`src/rtl/vx_lsu_pkg.sv`:
```
// Shared types, constants and helpers for the LSU request dispatch stage.
package vx_lsu_pkg;

  typedef enum logic [1:0] {IDLE, ISSUE, AMO} dispatch_state_e;

  localparam int unsigned INST_MOD_BITS   = 3;
  localparam int unsigned MAX_LANES       = 32;
  localparam int unsigned DEF_MAX_PENDING = 16;
  localparam int unsigned PENDING_CNT_W   = $clog2(DEF_MAX_PENDING + 1);

  function automatic logic [5:0] popcount(input logic [MAX_LANES-1:0] v);
    logic [5:0] c;
    c = '0;
    for (int i = 0; i < MAX_LANES; i++) begin
      c = c + 6'(v[i]);
    end
    return c;
  endfunction

  function automatic logic [MAX_LANES-1:0] lowest_one_hot(input logic [MAX_LANES-1:0] v);
    return v & (~v + 32'd1);
  endfunction

endpackage

```
`src/rtl/vx_lsu_req_dispatch_if.sv`:
```
// LSU-side request and dcache-side request bus seen by the dispatch stage.
interface vx_lsu_req_dispatch_if #(
  parameter int unsigned NUM_REQS  = 4,
  parameter int unsigned WORD_SIZE = 4,
  parameter int unsigned TAG_WIDTH = 8
) ();
  import vx_lsu_pkg::*;

  localparam int unsigned WORD_WIDTH      = 8 * WORD_SIZE;
  localparam int unsigned WORD_ADDR_WIDTH = 32 - $clog2(WORD_SIZE);

  logic                                 in_valid;
  logic                                 in_ready;
  logic [NUM_REQS-1:0]                  in_mask;
  logic                                 in_rw;
  logic [INST_MOD_BITS-1:0]             in_op_mod;
  logic                                 in_is_amo;
  logic [NUM_REQS*WORD_SIZE-1:0]        in_byteen;
  logic [NUM_REQS*WORD_ADDR_WIDTH-1:0]  in_addr;
  logic [NUM_REQS*WORD_WIDTH-1:0]       in_data;
  logic [TAG_WIDTH-1:0]                 in_tag;

  logic [NUM_REQS-1:0]                  dcache_req_valid;
  logic [NUM_REQS-1:0]                  dcache_req_rw;
  logic [NUM_REQS*INST_MOD_BITS-1:0]    dcache_req_op_mod;
  logic [NUM_REQS-1:0]                  dcache_req_is_amo;
  logic [NUM_REQS*WORD_SIZE-1:0]        dcache_req_byteen;
  logic [NUM_REQS*WORD_ADDR_WIDTH-1:0]  dcache_req_addr;
  logic [NUM_REQS*WORD_WIDTH-1:0]       dcache_req_data;
  logic [NUM_REQS*TAG_WIDTH-1:0]        dcache_req_tag;
  logic [NUM_REQS-1:0]                  dcache_req_ready;
  logic [NUM_REQS-1:0]                  dcache_rsp_fire;

  modport master (
    input  in_valid, in_mask, in_rw, in_op_mod, in_is_amo, in_byteen, in_addr, in_data, in_tag,
    output in_ready,
    output dcache_req_valid, dcache_req_rw, dcache_req_op_mod, dcache_req_is_amo,
           dcache_req_byteen, dcache_req_addr, dcache_req_data, dcache_req_tag,
    input  dcache_req_ready, dcache_rsp_fire
  );

  modport slave (
    output in_valid, in_mask, in_rw, in_op_mod, in_is_amo, in_byteen, in_addr, in_data, in_tag,
    input  in_ready,
    input  dcache_req_valid, dcache_req_rw, dcache_req_op_mod, dcache_req_is_amo,
           dcache_req_byteen, dcache_req_addr, dcache_req_data, dcache_req_tag,
    output dcache_req_ready, dcache_rsp_fire
  );

endinterface

```
`src/rtl/vx_pending_counter.sv`:
```
// Saturating up/down counter of outstanding lanes with a "next step would overflow" flag.
module vx_pending_counter #(
  parameter int unsigned WIDTH = 5,
  parameter int unsigned MAX   = 16,
  parameter int unsigned STEP  = 4
) (
  input  logic             clk,
  input  logic             reset,
  input  logic [WIDTH-1:0] inc,
  input  logic [WIDTH-1:0] dec,
  output logic [WIDTH-1:0] cnt,
  output logic             near_full
);

  localparam logic [WIDTH:0] MaxV  = (WIDTH+1)'(MAX);
  localparam logic [WIDTH:0] StepV = (WIDTH+1)'(STEP);

  logic [WIDTH-1:0] cnt_q, cnt_d;
  logic [WIDTH:0]   sum, diff;

  always_comb begin
    sum   = {1'b0, cnt_q} + {1'b0, inc};
    diff  = '0;
    cnt_d = cnt_q;
    // Responses without a matching outstanding lane clamp at zero.
    if ({1'b0, dec} >= sum) begin
      cnt_d = '0;
    end else begin
      diff  = sum - {1'b0, dec};
      cnt_d = (diff > MaxV) ? MaxV[WIDTH-1:0] : diff[WIDTH-1:0];
    end
  end

  always_ff @(posedge clk) begin
    if (reset) cnt_q <= '0;
    else       cnt_q <= cnt_d;
  end

  assign cnt       = cnt_q;
  assign near_full = ({1'b0, cnt_q} + StepV) > MaxV;

endmodule

```
`src/rtl/vx_lsu_req_dispatch.sv`:
```
// Holds one warp-wide LSU request and issues its lanes to the dcache until all have fired.
module vx_lsu_req_dispatch
  import vx_lsu_pkg::*;
#(
  parameter int unsigned NUM_REQS    = 4,
  parameter int unsigned WORD_SIZE   = 4,
  parameter int unsigned TAG_WIDTH   = 8,
  parameter int unsigned MAX_PENDING = DEF_MAX_PENDING
) (
  input  logic                  clk,
  input  logic                  reset,
  vx_lsu_req_dispatch_if.master bus,
  output logic                  busy
);

  localparam int unsigned WORD_WIDTH      = 8 * WORD_SIZE;
  localparam int unsigned WORD_ADDR_WIDTH = 32 - $clog2(WORD_SIZE);
  localparam int unsigned CNT_W           = $clog2(MAX_PENDING + 1);

  dispatch_state_e state_q, state_d;
  logic [NUM_REQS-1:0] rem_mask_q, rem_mask_d;

  logic                                rw_q;
  logic [INST_MOD_BITS-1:0]            op_mod_q;
  logic                                is_amo_q;
  logic [NUM_REQS*WORD_SIZE-1:0]       byteen_q;
  logic [NUM_REQS*WORD_ADDR_WIDTH-1:0] addr_q;
  logic [NUM_REQS*WORD_WIDTH-1:0]      data_q;
  logic [TAG_WIDTH-1:0]                tag_q;

  logic [CNT_W-1:0]    pending_cnt, inc_amt, dec_amt;
  logic                near_full, counted, gate;
  logic [NUM_REQS-1:0] req_valid, fire;
  logic                last, in_ready, accept, load;

  always_comb begin
    counted   = !rw_q || is_amo_q;
    gate      = counted && near_full;
    req_valid = '0;
    unique case (state_q)
      ISSUE:   if (!gate) req_valid = rem_mask_q;
      AMO:     if (!gate) req_valid = NUM_REQS'(lowest_one_hot(MAX_LANES'(rem_mask_q)));
      default: req_valid = '0;
    endcase

    fire     = req_valid & bus.dcache_req_ready;
    last     = (state_q != IDLE) && (fire == rem_mask_q);
    in_ready = (state_q == IDLE) || last;
    accept   = bus.in_valid && in_ready;
    // An empty-mask request is consumed without ever reaching the dcache.
    load     = accept && (bus.in_mask != '0);

    state_d    = state_q;
    rem_mask_d = rem_mask_q & ~fire;
    if (load) begin
      state_d    = bus.in_is_amo ? AMO : ISSUE;
      rem_mask_d = bus.in_mask;
    end else if (last) begin
      state_d    = IDLE;
      rem_mask_d = '0;
    end

    inc_amt = counted ? CNT_W'(popcount(MAX_LANES'(fire))) : '0;
    dec_amt = CNT_W'(popcount(MAX_LANES'(bus.dcache_rsp_fire)));
  end

  always_ff @(posedge clk) begin
    if (reset) begin
      state_q    <= IDLE;
      rem_mask_q <= '0;
    end else begin
      state_q    <= state_d;
      rem_mask_q <= rem_mask_d;
    end
  end

  always_ff @(posedge clk) begin
    if (load) begin
      rw_q     <= bus.in_rw;
      op_mod_q <= bus.in_op_mod;
      is_amo_q <= bus.in_is_amo;
      byteen_q <= bus.in_byteen;
      addr_q   <= bus.in_addr;
      data_q   <= bus.in_data;
      tag_q    <= bus.in_tag;
    end
  end

  vx_pending_counter #(
    .WIDTH (CNT_W),
    .MAX   (MAX_PENDING),
    .STEP  (NUM_REQS)
  ) u_pending (
    .clk       (clk),
    .reset     (reset),
    .inc       (inc_amt),
    .dec       (dec_amt),
    .cnt       (pending_cnt),
    .near_full (near_full)
  );

  assign bus.in_ready          = in_ready;
  assign bus.dcache_req_valid  = req_valid;
  assign bus.dcache_req_rw     = {NUM_REQS{rw_q}};
  assign bus.dcache_req_op_mod = {NUM_REQS{op_mod_q}};
  assign bus.dcache_req_is_amo = {NUM_REQS{is_amo_q}};
  assign bus.dcache_req_byteen = byteen_q;
  assign bus.dcache_req_addr   = addr_q;
  assign bus.dcache_req_data   = data_q;
  assign bus.dcache_req_tag    = {NUM_REQS{tag_q}};

  assign busy = (state_q != IDLE) || (pending_cnt != '0);

endmodule
```
`src/flat_wrapper.sv`:
```
// flat-port wrapper written by rule: the top's interface ports become plain ports
module vx_lsu_req_dispatch_flat import vx_lsu_pkg::*;
#(
  parameter int unsigned NUM_REQS    = 4,
  parameter int unsigned WORD_SIZE   = 4,
  parameter int unsigned TAG_WIDTH   = 8,
  parameter int unsigned MAX_PENDING = DEF_MAX_PENDING
)
  (clk, reset, busy, bus_in_valid, bus_in_mask, bus_in_rw, bus_in_op_mod, bus_in_is_amo, bus_in_byteen, bus_in_addr, bus_in_data, bus_in_tag, bus_in_ready, bus_dcache_req_valid, bus_dcache_req_rw, bus_dcache_req_op_mod, bus_dcache_req_is_amo, bus_dcache_req_byteen, bus_dcache_req_addr, bus_dcache_req_data, bus_dcache_req_tag, bus_dcache_req_ready, bus_dcache_rsp_fire);
  vx_lsu_req_dispatch_if #(.NUM_REQS(NUM_REQS), .WORD_SIZE(WORD_SIZE), .TAG_WIDTH(TAG_WIDTH)) bus_i ();
  input  logic clk;
  input  logic reset;
  output logic busy;
  input wire logic [$bits(bus_i.in_valid)-1:0] bus_in_valid;
  input wire logic [$bits(bus_i.in_mask)-1:0] bus_in_mask;
  input wire logic [$bits(bus_i.in_rw)-1:0] bus_in_rw;
  input wire logic [$bits(bus_i.in_op_mod)-1:0] bus_in_op_mod;
  input wire logic [$bits(bus_i.in_is_amo)-1:0] bus_in_is_amo;
  input wire logic [$bits(bus_i.in_byteen)-1:0] bus_in_byteen;
  input wire logic [$bits(bus_i.in_addr)-1:0] bus_in_addr;
  input wire logic [$bits(bus_i.in_data)-1:0] bus_in_data;
  input wire logic [$bits(bus_i.in_tag)-1:0] bus_in_tag;
  output wire logic [$bits(bus_i.in_ready)-1:0] bus_in_ready;
  output wire logic [$bits(bus_i.dcache_req_valid)-1:0] bus_dcache_req_valid;
  output wire logic [$bits(bus_i.dcache_req_rw)-1:0] bus_dcache_req_rw;
  output wire logic [$bits(bus_i.dcache_req_op_mod)-1:0] bus_dcache_req_op_mod;
  output wire logic [$bits(bus_i.dcache_req_is_amo)-1:0] bus_dcache_req_is_amo;
  output wire logic [$bits(bus_i.dcache_req_byteen)-1:0] bus_dcache_req_byteen;
  output wire logic [$bits(bus_i.dcache_req_addr)-1:0] bus_dcache_req_addr;
  output wire logic [$bits(bus_i.dcache_req_data)-1:0] bus_dcache_req_data;
  output wire logic [$bits(bus_i.dcache_req_tag)-1:0] bus_dcache_req_tag;
  input wire logic [$bits(bus_i.dcache_req_ready)-1:0] bus_dcache_req_ready;
  input wire logic [$bits(bus_i.dcache_rsp_fire)-1:0] bus_dcache_rsp_fire;
  assign bus_i.in_valid = bus_in_valid;
  assign bus_i.in_mask = bus_in_mask;
  assign bus_i.in_rw = bus_in_rw;
  assign bus_i.in_op_mod = bus_in_op_mod;
  assign bus_i.in_is_amo = bus_in_is_amo;
  assign bus_i.in_byteen = bus_in_byteen;
  assign bus_i.in_addr = bus_in_addr;
  assign bus_i.in_data = bus_in_data;
  assign bus_i.in_tag = bus_in_tag;
  assign bus_in_ready = bus_i.in_ready;
  assign bus_dcache_req_valid = bus_i.dcache_req_valid;
  assign bus_dcache_req_rw = bus_i.dcache_req_rw;
  assign bus_dcache_req_op_mod = bus_i.dcache_req_op_mod;
  assign bus_dcache_req_is_amo = bus_i.dcache_req_is_amo;
  assign bus_dcache_req_byteen = bus_i.dcache_req_byteen;
  assign bus_dcache_req_addr = bus_i.dcache_req_addr;
  assign bus_dcache_req_data = bus_i.dcache_req_data;
  assign bus_dcache_req_tag = bus_i.dcache_req_tag;
  assign bus_i.dcache_req_ready = bus_dcache_req_ready;
  assign bus_i.dcache_rsp_fire = bus_dcache_rsp_fire;
  vx_lsu_req_dispatch #(.NUM_REQS(NUM_REQS), .WORD_SIZE(WORD_SIZE), .TAG_WIDTH(TAG_WIDTH), .MAX_PENDING(MAX_PENDING)) u_core (.clk(clk), .reset(reset), .bus(bus_i), .busy(busy));
endmodule
```
`config.mk`:
```
export PLATFORM = sky130hd
export DESIGN_NAME = vx_lsu_req_dispatch_flat
export DESIGN_NICKNAME = d
export VERILOG_FILES = /design/src/rtl/vx_lsu_pkg.sv /design/src/rtl/vx_lsu_req_dispatch_if.sv /design/src/rtl/vx_pending_counter.sv /design/src/rtl/vx_lsu_req_dispatch.sv /design/src/flat_wrapper.sv
export SDC_FILE = /design/constraint.sdc
export NUM_CORES = 1
export LEC_CHECK = 0
export BUFFER_PORTS_ARGS = -buffer_cell sky130_fd_sc_hd__buf_2
export CAP_MARGIN = 20
export CORE_AREA = 10 10 232 234
export CTS_BUF_LIST = sky130_fd_sc_hd__clkbuf_16
export DETAILED_ROUTE_END_ITERATION = 8
export DIE_AREA = 0 0 242 244
export PLACE_DENSITY = 0.42
export SLEW_MARGIN = 20
export SYNTH_ARGS = -nofsm -noshare
export SYNTH_HDL_FRONTEND = slang
export SYNTH_SLANG_ARGS = --single-unit
```
`constraint.sdc`:
```
create_clock -name clk -period 11.9 [get_ports clk]
set_input_delay 1.19 -clock clk [delete_from_list [all_inputs] [get_ports clk]]
set_output_delay 1.19 -clock clk [all_outputs]
set_load 0.01 [all_outputs]
```
# After elaboration in Yosys (flattened, before gate mapping)
# Cells that the tools add are included.
[word_totals] out_inout_bits=322 elab_cells=57 n_memories=0 rom_bits=0 ram_bits=0 input_bits=292 regBits=288 latchBits=0
[op_classes] n_mul=0 n_bitwise=5 n_shift=0 magnitude_cmp=3 muxes=10 n_div=0 n_eq_ne=3 addsub=10 n_reduce_logical=15
[ops] op="$add A5 B1 Y5" count=4
[ops] op="$mux W4" count=4
[ops] op="$and A4 B4 Y4" count=3
[ops] op="$gt A6 B5 Y1 const B" count=2
[ops] op="$mux W5" count=2
[ops] op="$not A4 Y4" count=2
[ops] op="$pmux W4 S2" count=1
[ops] op="$add A5 B3 Y6 const B" count=1
[ops] op="$add A5 B5 Y6" count=1
[ops] op="$ge A5 B6 Y1" count=1
[ops] op="$mux W2" count=3
[ops] op="$sub A6 B5 Y6" count=1
[ops] op="$reduce_bool A5 Y1" count=1
[ops] op="$add A1 B1 Y2" count=2
[ops] op="$add A4 B1 Y4 const B" count=1
[ops] op="$eq A4 B4 Y1" count=1
[ops] op="$logic_and A1 B1 Y1" count=4
[ops] op="$reduce_bool A2 Y1" count=2
[ops] op="$reduce_bool A4 Y1" count=1
[ops] op="$logic_or A1 B1 Y1" count=3
[ops] op="$reduce_or A3 Y1" count=1
[ops] op="$eq A2 B1 Y1 const B" count=1
[ops] op="$eq A2 B2 Y1 const B" count=1
[ops] op="$logic_not A2 Y1" count=1
[ops] op="2 further kinds" count=2

# Depth between registers and ports, before layout
# Gate-level depths: netlist of the first run.
[depth] word_depth=14 ltp_mapped=22 ltp_nobuf=22

# Modules after synthesis
# From an unflattened synthesis of the first run, not the netlist that was laid out.
[hier_totals] hier_cells=462 hier_area_um2=9920.8
[by_module_without_submodules] mod="vx_lsu_req_dispatch" seq_area_each_um2=8438.1 n_inst=1 cells_per_inst=395 area_per_inst_um2=9305.2
[by_module_without_submodules] mod="vx_pending_counter" seq_area_each_um2=100.1 n_inst=1 cells_per_inst=67 area_per_inst_um2=615.6

# Worst setup path after synthesis of the first run
# OpenSTA, ideal clock, no wires.
[synth_timing] path_type="register to register" startpoint="reg u_core.state_q[0]" endpoint="reg u_core.addr_q[0] (netlist: u_core.bus.dcache_req_addr[0]), enable pin" n_path_buf=0 synth_period_minus_slack_ns=8.160 setup_ns=0.627 path_stages_with_launch=14 arrival_time_ns=7.532 slack_ns=3.740 required_time_ns=11.273 cell_sequence="dfxtp_1 inv_1 ha_1 nor2b_1 nor2b_1 nor2b_1 o21ai_0 nor2_1 nand2_1 ha_1 a41o_1 and2_1 o41ai_1 inv_1"
[synth_between] elab_chain_len=8 word_cells_on_any_way=11 classes_between="eq/ne: 3; mux: 1; bitwise: 1; reduce/logical: 6"
[synth_lines] item="start, declared" line="vx_lsu_req_dispatch.sv:20" text="dispatch_state_e state_q, state_d;"
[synth_lines] item="start signal, assigned" line="vx_lsu_req_dispatch.sv:72" text="state_q <= state_d;"
[synth_lines] item="$eq A2 B2 Y1 / $eq A2 B1 Y1 (equally long branches)" line="vx_lsu_req_dispatch.sv:40" text="unique case (state_q)"
[synth_lines] item="$pmux W4 S2 *" line="vx_lsu_req_dispatch.sv:40"
[synth_lines] item="named net bus_dcache_req_valid[3]" line="flat_wrapper.sv:24" text="output wire logic [$bits(bus_i.dcache_req_valid)-1:0] bus_dcache_req_valid;"
[synth_lines] item="$and A4 B4 Y4 *" line="vx_lsu_req_dispatch.sv:46" text="fire = req_valid & bus.dcache_req_ready;"
[synth_lines] item="$eq A4 B4 Y1 *" line="vx_lsu_req_dispatch.sv:47" text="last = (state_q != IDLE) && (fire == rem_mask_q);"
[synth_lines] item="$logic_and A1 B1 Y1 *" line="vx_lsu_req_dispatch.sv:47"
[synth_lines] item="$logic_or A1 B1 Y1 *" line="vx_lsu_req_dispatch.sv:48" text="in_ready = (state_q == IDLE) || last;"
[synth_lines] item="named net bus_in_ready" line="flat_wrapper.sv:23" text="output wire logic [$bits(bus_i.in_ready)-1:0] bus_in_ready;"
[synth_lines] item="$logic_and A1 B1 Y1 *" line="vx_lsu_req_dispatch.sv:49" text="accept = bus.in_valid && in_ready;"
[synth_lines] item="$logic_and A1 B1 Y1 *" line="vx_lsu_req_dispatch.sv:51" text="load = accept && (bus.in_mask != '0);"
[synth_lines] item="named net u_core.load" line="vx_lsu_req_dispatch.sv:34" text="logic last, in_ready, accept, load;"
[synth_lines] item="end signal, assigned" line="vx_lsu_req_dispatch.sv:83" text="addr_q <= bus.in_addr;"
[synth_lines] item="end, declared" line="vx_lsu_req_dispatch.sv:27" text="logic [NUM_REQS*WORD_ADDR_WIDTH-1:0] addr_q;"
# Mark *: on every way through the listed nets, which the timed path passes. The rest lies on a longest branch.
# A chain may end at the register's enable or synchronous reset.

# Final worst setup path of the first run
[layout_timing] startpoint="reg u_core.u_pending.cnt_q[3] (netlist: u_core.u_pending.cnt[3])" endpoint="reg u_core.u_pending.cnt_q[3] (netlist: u_core.u_pending.cnt[3])"
[layout_between] elab_chain_len=14 word_cells_on_any_way=16 classes_between="add/sub: 6; order compare: 3; mux: 4; bitwise: 1; reduce/logical: 2"
[layout_lines] item="start, declared" line="vx_pending_counter.sv:18" text="logic [WIDTH-1:0] cnt_q, cnt_d;"
[layout_lines] item="start signal, assigned" line="vx_pending_counter.sv:36" text="else cnt_q <= cnt_d;"
[layout_lines] item="$add A5 B3 Y6" line="vx_pending_counter.sv:40" text="assign near_full = ({1'b0, cnt_q} + StepV) > MaxV;"
[layout_lines] item="$gt A6 B5 Y1" line="vx_pending_counter.sv:40"
[layout_lines] item="$logic_and A1 B1 Y1" line="vx_lsu_req_dispatch.sv:38" text="gate = counted && near_full;"
[layout_lines] item="$mux W4, on equally long branches" line="vx_lsu_req_dispatch.sv:42, vx_lsu_req_dispatch.sv:41"
[layout_lines] item="$pmux W4 S2" line="vx_lsu_req_dispatch.sv:40"
[layout_lines] item="$and A4 B4 Y4" line="vx_lsu_req_dispatch.sv:46"
[layout_lines] item="$add A1 B1 Y2" line="vx_lsu_pkg.sv:15" text="c = c + 6'(v[i]);"
[layout_lines] item="$add A5 B1 Y5 (2 in series)" line="vx_lsu_pkg.sv:15"
[layout_lines] item="$mux W5" line="vx_lsu_req_dispatch.sv:63" text="inc_amt = counted ? CNT_W'(popcount(MAX_LANES'(fire))) : '0;"
[layout_lines] item="$add A5 B5 Y6 *" line="vx_pending_counter.sv:22" text="sum = {1'b0, cnt_q} + {1'b0, inc};"
[layout_lines] item="$sub A6 B5 Y6" line="vx_pending_counter.sv:29" text="diff = sum - {1'b0, dec};"
[layout_lines] item="$gt A6 B5 Y1" line="vx_pending_counter.sv:30" text="cnt_d = (diff > MaxV) ? MaxV[WIDTH-1:0] : diff[WIDTH-1:0];"
[layout_lines] item="$reduce_or A3 Y1 (no source line)"
# Mark *: on every way between the ends. The rest lies on a longest branch, timed or not.

==> run_results.csv, run 1 <==
group,metric,value,unit
outcome,status,"finished clean",
cells_and_area,layout-drive-gt1-share,61.68,%
synth,ys_types,36,
place,portBuffers,613,
drt,drtPass1Iterations,5,
critical_path,crit_path_max_fanout,10,
synth,ys_ff_latch,288,
floorplan,chipWidth,242,um
critical_path,start_kind,"flip-flop",
synth,synth_nets,771,
floorplan,die_area,59050,um2
clock_network,root_buffer,"clkbuf_16",
synth,ys_dominant_reg_cell,"edfxtp_1",
drt,wl_per_cell,20.89,um
clock_network,tritoncts,"done",
drt,ant_nets,0,
min_path,min_from,"u_core.state_q[0]",
sta,tightest_slew,1042,ps
synth,synth_top_area_share,85.12,%
drt,vias,6409,
place,dp.cells,1704,
floorplan,placementRows,82,
synth,syn_area,9772,um2
place,gp_congestion,0.7796,
cells_and_area,nets,1382,
clock_network,cts_max_level,2,
sta,setup_violations,0,
sta,setup_tns,0,ps
synth,synth.area.top_cells,"edfxtp_1, buf_4, dfxtp_1",
sta,hold_violations,0,
cells_and_area,stdcell_count,1770,
critical_path,worstPathArrival,5120,ps
sta,period_minus_slack,4732,ps
cells_and_area,area_delta_synth_final,48.54,%
sta,grt_setup_unrepaired,"false",
critical_path,rr_endpoint,"u_core.u_pending.cnt[3]",
power_and_ir_drop,ir_drop,0.0001099,V
global_routing,grt_pass1_vias,7048,
critical_path,crit_slowest_cell,"dfxtp_1",
synth,yosysWarnings,0,
min_path,min_path_cells,2,
cells_and_area,nFillCells,5078,
clock_network,ctsResizeCount,0,
sta,max_freq,211.3,MHz
floorplan,io_pins,614,
global_routing,grt_overflow,0,
critical_path,crit_buf_inv,3,
critical_path,critical_path.top_delay_family,"adder cells",
flow_run,cap_violations,0,
critical_path,critPathKind,"flip-flop to flip-flop",
synth,synth_largest_area_cell,"edfxtp_1",
global_routing,grt_first_pass_wirelength,51480,um
sta,slew_viol_final,0,
critical_path,required,12290,ps
sta,min_period_over_period,39.76,%
clock_network,hold_buffers,0,
synth,ys_async_sr_fraction,0,%
critical_path,endpoint_kind,"flip-flop",
global_routing,antenna_found_initial,12,
synth,yosysMostFrequentCell,"edfxtp_1",
cells_and_area,utilization,29.35,%
drt,drt_iter0_drc,378,
synth,synthCells,458,
drt,viasPerCell,3.621,
critical_path,cpPeakStageDelay,570,ps
min_path,hold_path_class,"flip-flop to flip-flop",
synth,ys_seq_area_share,87.38,%
clock_network,path_clk_slew,50,ps
critical_path,r2r_start,"u_core.u_pending.cnt[3]",
clock_network,cts_buffer_depth,3,
floorplan,start_util,19.76,%
place,dp_hpwl,30010,um
critical_path,r2r_slack,7170,ps
critical_path,rr_worst_depth,21,
synth,synth_edf_count,277,
floorplan,core,49450,um2
drt,wl,36970,um
clock_network,clock_latency,530,ps
synth,synth_common_cells,"edfxtp_1, buf_4, inv_1, ha_1, nor2_1",
sta,relSlewSlack,30.51,%
critical_path,crit_chain,"o211a_1, o21ai_0, nand2_1, nor2_1, nand2_1, inv_1, ha_1, inv_1, fa_1, nor2b_1, ha_1, inv_1, fa_1, xnor2_1, ha_1, nor2b_4, a221oi_4, nand2b_1, a21oi_1, o31ai_2, nor3_1",
global_routing,grt_max_degree,132,
power_and_ir_drop,leakage,6.257,nW
synth,syn_area_per_cell,21.34,um2
global_routing,gr-usage-all-layers,11.82,%
floorplan,chipHeight,244,um
critical_path,startpoint,"u_core.u_pending.cnt[3]",
clock_network,clkSinkCount,288,
min_path,hold_end,"u_core.state_q[0]",
clock_network,cts_buffers,35,
sta,finClkSkew,17.70,ps
power_and_ir_drop,powerDensity,176.9,nW/um2
clock_network,post_cts_buffers,0,
drt,drc,0,
-- cell families after synthesis --
kind of cell               share of synthesized area, %
AOI/OAI and AO/OA                                 2.305
xor gates and xnor gates                         0.5378
and+or+nand+nor                                   2.612
DFF                                               87.38
buffers and inverters                             4.072
adders and majority gates                         2.996
muxes                                            0.1024
-- per-layer routing --
layer	wire length (um)	vias to the layer above	global-route usage (%)
met1	12250	3037	11.34
met4	948	12	3.902
met2	19540	364	21.63
li1	-	2931	-
met5	75	-	0
met3	4155	65	5.930
-- metrics by stage --
step,total power [mW],area [um2],worst slack [ps],hold slack (ps)
detailed placement,1.560,13390,6985,513.4
finish,2.568,14520,7168,516.9
floorplan,1.413,9772,3740,483.1
CTS,2.625,14510,7173,525.7
global placement,1.558,13390,6981,505.5
global route,2.684,14510,6830,556.0
-- flip-flops by register name, indices dropped and copies added (netlist names) --
register and cells:
u_core.bus.dcache_req_data 128, u_core.bus.dcache_req_addr 120, u_core.bus.dcache_req_byteen 16, u_core.tag_q 8, u_core.u_pending.cnt 5, u_core.rem_mask_q 4
u_core.op_mod_q 3, u_core.state_q 2, u_core.is_amo_q 1, u_core.rw_q 1
-- worst min-delay path, cell delays in order, from the launching register on --
cell and delay (ps):
dfxtp_1 340, a21oi_1 70, nor2_1 70
-- final cells by class --
cell class              count  area (um2)  share of cell area [%]
flip-flops and latches    288        8538                   58.82
well taps                 672       840.8                   5.793
diodes                      2       5.005                 0.03448
clock inverters            28       217.7                   1.500
inverters                  21       86.33                  0.5948
multi-input cells         107       835.8                   5.758
repair buffers            616        3090                   21.29
clock buffers              36       900.9                   6.206
-- worst max path at each step --
| stage | endpoint | slack (ps) | cells past startpoint |
|---|---|---|---|
| 2_1_floorplan | u_core.bus.dcache_req_addr[0] | 3740 | 13 |
| 3_3_place_gp | u_core.u_pending.cnt[3] | 6980 | 18 |
| 3_5_place_dp | u_core.u_pending.cnt[3] | 6990 | 18 |
| 4_1_cts | u_core.u_pending.cnt[3] | 7170 | 21 |
| 5_1_grt | u_core.u_pending.cnt[3] | 6830 | 21 |
| 6_report | u_core.u_pending.cnt[3] | 7170 | 21 |
-- power by group --
part	leakage, nW	internal [mW]	switching [mW]	total, mW
Sequential	2.76	1.21	0.0262	1.24
Clock	0.576	0.616	0.422	1.04
Combinational	2.92	0.115	0.178	0.294
-- cells in the final DEF (no fill, tap or decap), types with 8 or more instances in the layout --
cell	n
buf_2	613
clkbuf_16	36
clkinv_1	8
clkinv_2	9
dfxtp_1	11
edfxtp_1	277
ha_1	17
inv_1	25
nand2_1	11
nor2_1	15
No activity file was read; power rests on OpenSTA's default activity.
==> inputs of run 2 (changes only) <==
--- a/config.mk
+++ b/config.mk
@@ -7,11 +7,11 @@
 export LEC_CHECK = 0
 export BUFFER_PORTS_ARGS = -buffer_cell sky130_fd_sc_hd__buf_2
 export CAP_MARGIN = 20
-export CORE_AREA = 10 10 232 234
+export CORE_AREA = 10 10 233 235
 export CTS_BUF_LIST = sky130_fd_sc_hd__clkbuf_16
 export DETAILED_ROUTE_END_ITERATION = 8
-export DIE_AREA = 0 0 242 244
-export PLACE_DENSITY = 0.42
+export DIE_AREA = 0 0 243 245
+export PLACE_DENSITY = 0.43
 export SLEW_MARGIN = 20
 export SYNTH_ARGS = -nofsm -noshare
 export SYNTH_HDL_FRONTEND = slang
==> constraint.sdc (replaced) <==
create_clock -name clk -period 4 [get_ports clk]
set_input_delay 0.4 -clock clk [delete_from_list [all_inputs] [get_ports clk]]
set_output_delay 0.4 -clock clk [all_outputs]
set_load 0.01 [all_outputs]
==> run 2 against run 1 <==
  * Die area grew 0.82%
  * Fmax up 16%
  * Highest routed layer unchanged
  * Worst hold slack got worse by 470 ps
  * The flow now finishes with violations (setup timing)
  * Largest cell class unchanged
  * Setup slack got worse by 7300 ps
  * Clock skew decreased by 6.6 ps
  * Register-to-register slack got worse by 7300 ps
  * Critical path depth increased by 1
==> run_results.csv, run 2 (synthesized netlist as in run 1, its figures left out) <==
group,metric,value,unit
clock_network,cts_max_level,2,
critical_path,required,4400,ps
sta,setup_tns,-383.0,ps
clock_network,tritoncts,"done",
global_routing,gr-usage-all-layers,11.98,%
critical_path,crit_chain,"inv_4, ha_4, nor2b_4, o21ai_2, nor2_4, nand2_2, inv_2, ha_4, inv_2, fa_1, nor2b_2, ha_2, inv_2, fa_2, xnor2_2, ha_4, nor2b_4, a221oi_4, nand2b_4, a21oi_4, o31ai_4, nor3_2",
clock_network,cts_buffers,35,
cells_and_area,fin_area,15330,um2
drt,drc,0,
place,dp_hpwl,31050,um
sta,finClkSkew,11.08,ps
sta,relSlewSlack,70.20,%
power_and_ir_drop,leakage,6.561,nW
flow_run,cap_violations,0,
cells_and_area,utilization,30.86,%
min_path,hold_path_class,"input port to flip-flop",
sta,fin_ws,-86.13,ps
drt,wl_per_cell,20.89,um
critical_path,rr_worst_depth,22,
floorplan,start_util,19.68,%
global_routing,grt_first_pass_wirelength,52230,um
cells_and_area,final_common_cell,"buf_2",
global_routing,grt_overflow,0,
critical_path,rr_endpoint,"u_core.u_pending.cnt[0]",
clock_network,root_buffer,"clkbuf_16",
critical_path,start_kind,"flip-flop",
global_routing,grt_max_degree,70,
critical_path,r2r_start,"u_core.state_q[0]",
floorplan,die_area,59540,um2
min_path,hold_end,"u_core.bus.dcache_req_data[11]",
global_routing,antenna_found_initial,12,
clock_network,path_clk_slew,60,ps
place,pre_cts_ws,-324.1,ps
critical_path,cpPeakStageDelay,460,ps
critical_path,crit_path_max_fanout,4,
cells_and_area,largest_reg_flops,128,
place,portBuffers,613,
critical_path,worstPathArrival,4480,ps
clock_network,cts_buffer_depth,3,
drt,viasPerCell,3.612,
sta,period_minus_slack,4086,ps
critical_path,endpoint_kind,"flip-flop",
global_routing,grt_pass1_vias,7038,
cells_and_area,layout-drive-gt1-share,66.35,%
power_and_ir_drop,powerDensity,513.6,nW/um2
critical_path,critPathKind,"flip-flop to flip-flop",
cells_and_area,layout_common_cells,"buf_2, edfxtp_1, clkbuf_16, buf_4, dlygate4sd3_1",
min_path,min_path_cells,1,
clock_network,clkSinkCount,288,
power_and_ir_drop,ir_drop,0.0002914,V
sta,min_period_over_period,102.2,%
drt,drt_iter0_drc,305,
sta,tightest_slew,445.5,ps
place,dpl_cell_area,13740,um2
min_path,min_from,"bus_in_data[11]",
critical_path,critical_path.top_delay_family,"adder cells",
cells_and_area,nFillCells,5066,
floorplan,core,49660,um2
outcome,violations,"setup timing",
drt,vias,6578,
cells_and_area,nets,1434,
clock_network,clock_latency,530,ps
cells_and_area,area_delta_synth_final,56.84,%
sta,hold_violations,0,
critical_path,crit_buf_inv,4,
drt,drtPass1Iterations,4,
place,gp_congestion,0.7983,
critical_path,r2r_slack,-90,ps
critical_path,crit_slowest_cell,"fa_1",
floorplan,placementRows,82,
sta,slew_viol_final,0,
sta,grt_setup_unrepaired,"true",
sta,setup_violations,5,
floorplan,chipWidth,243,um
sta,max_freq,244.7,MHz
outcome,status,"finished, violations left",
drt,wl,38030,um
floorplan,io_pins,614,
drt,ant_nets,0,
floorplan,chipHeight,245,um
==> run 2: cell types whose count changed in the layout (fill, tap and decap cells not counted), sizes merged, moves of 2 or more <==
cell | previous run | this run
clkinvlp | 0 | 2
diode | 2 | 5
dlygate4sd3 | 0 | 19
clkinv | 19 | 13
buf | 616 | 649
==> run 2: final cells by class <==
class	count	area (um2)	share of cell area (%)
clock inverters	24	235.2	1.535
multi-input cells	107	1125	7.339
inverters	21	85.08	0.5551
well taps	672	840.8	5.486
repair buffers	668	3582	23.37
flip-flops and latches	288	8544	55.75
clock buffers	36	900.9	5.878
diodes	5	12.51	0.08164
==> run 2: worst max path at each step <==
stage / slack [ps] / end / start / cells after the start
2_1_floorplan: -2670 / u_core.bus.dcache_req_addr[0] / u_core.state_q[0] / 13
3_3_place_gp: -210 / u_core.u_pending.cnt[4] / u_core.state_q[1] / 22
3_5_place_dp: -320 / u_core.u_pending.cnt[1] / u_core.state_q[1] / 20
4_1_cts: -100 / u_core.u_pending.cnt[0] / u_core.state_q[0] / 22
5_1_grt: -270 / u_core.u_pending.cnt[2] / u_core.state_q[0] / 22
6_report: -90 / u_core.u_pending.cnt[0] / u_core.state_q[0] / 22
==> run 2: layer usage <==
metal	part of all wire (%)	wire length (um)	vias to the layer above	GRT usage, %
li1	-	-	3031	-
met1	35	13350	3177	12.23
met2	54	20410	306	22.03
met3	9.4	3558	54	5.300
met4	1.7	632	10	2.904
met5	0.19	73	-	0
==> run 2: power breakdown <==
| group | switching (mW) | internal (mW) | total, mW |
|---|---|---|---|
| sequential | 0.0704 | 3.59 | 3.66 |
| combinational | 0.606 | 0.452 | 1.06 |
| clock | 1.25 | 1.90 | 3.15 |
==> run 2: through the flow <==
step	hold WS, ps	power [mW]	std cells
after global placement	489.8	4.712	1731
final	46.47	7.871	1821
after floorplan	465.0	4.203	458
after detailed placement	498.6	4.718	1731
after CTS	0.05634	8.014	1816
after global routing	4.577	8.226	1818
==> run 2: repair_timing <==
action	4_1_cts	5_1_grt
hold endpoints to repair	19	0
endpoints found under the setup margin	5	5
hold buffers	19	0
buffers inserted	6	0
gates resized for setup	37	5
pin swaps	20	2
==> run 2: worst register-to-register path, delay by kind of cell (launching register included) <==
family	cells	cell delay, ps
AOI/OAI and AO/OA	4	790
xor gates and xnor gates	1	200
adders and majority gates	6	1670
buffers and inverters	4	170
DFF	1	350
and+or+nand+nor	7	800
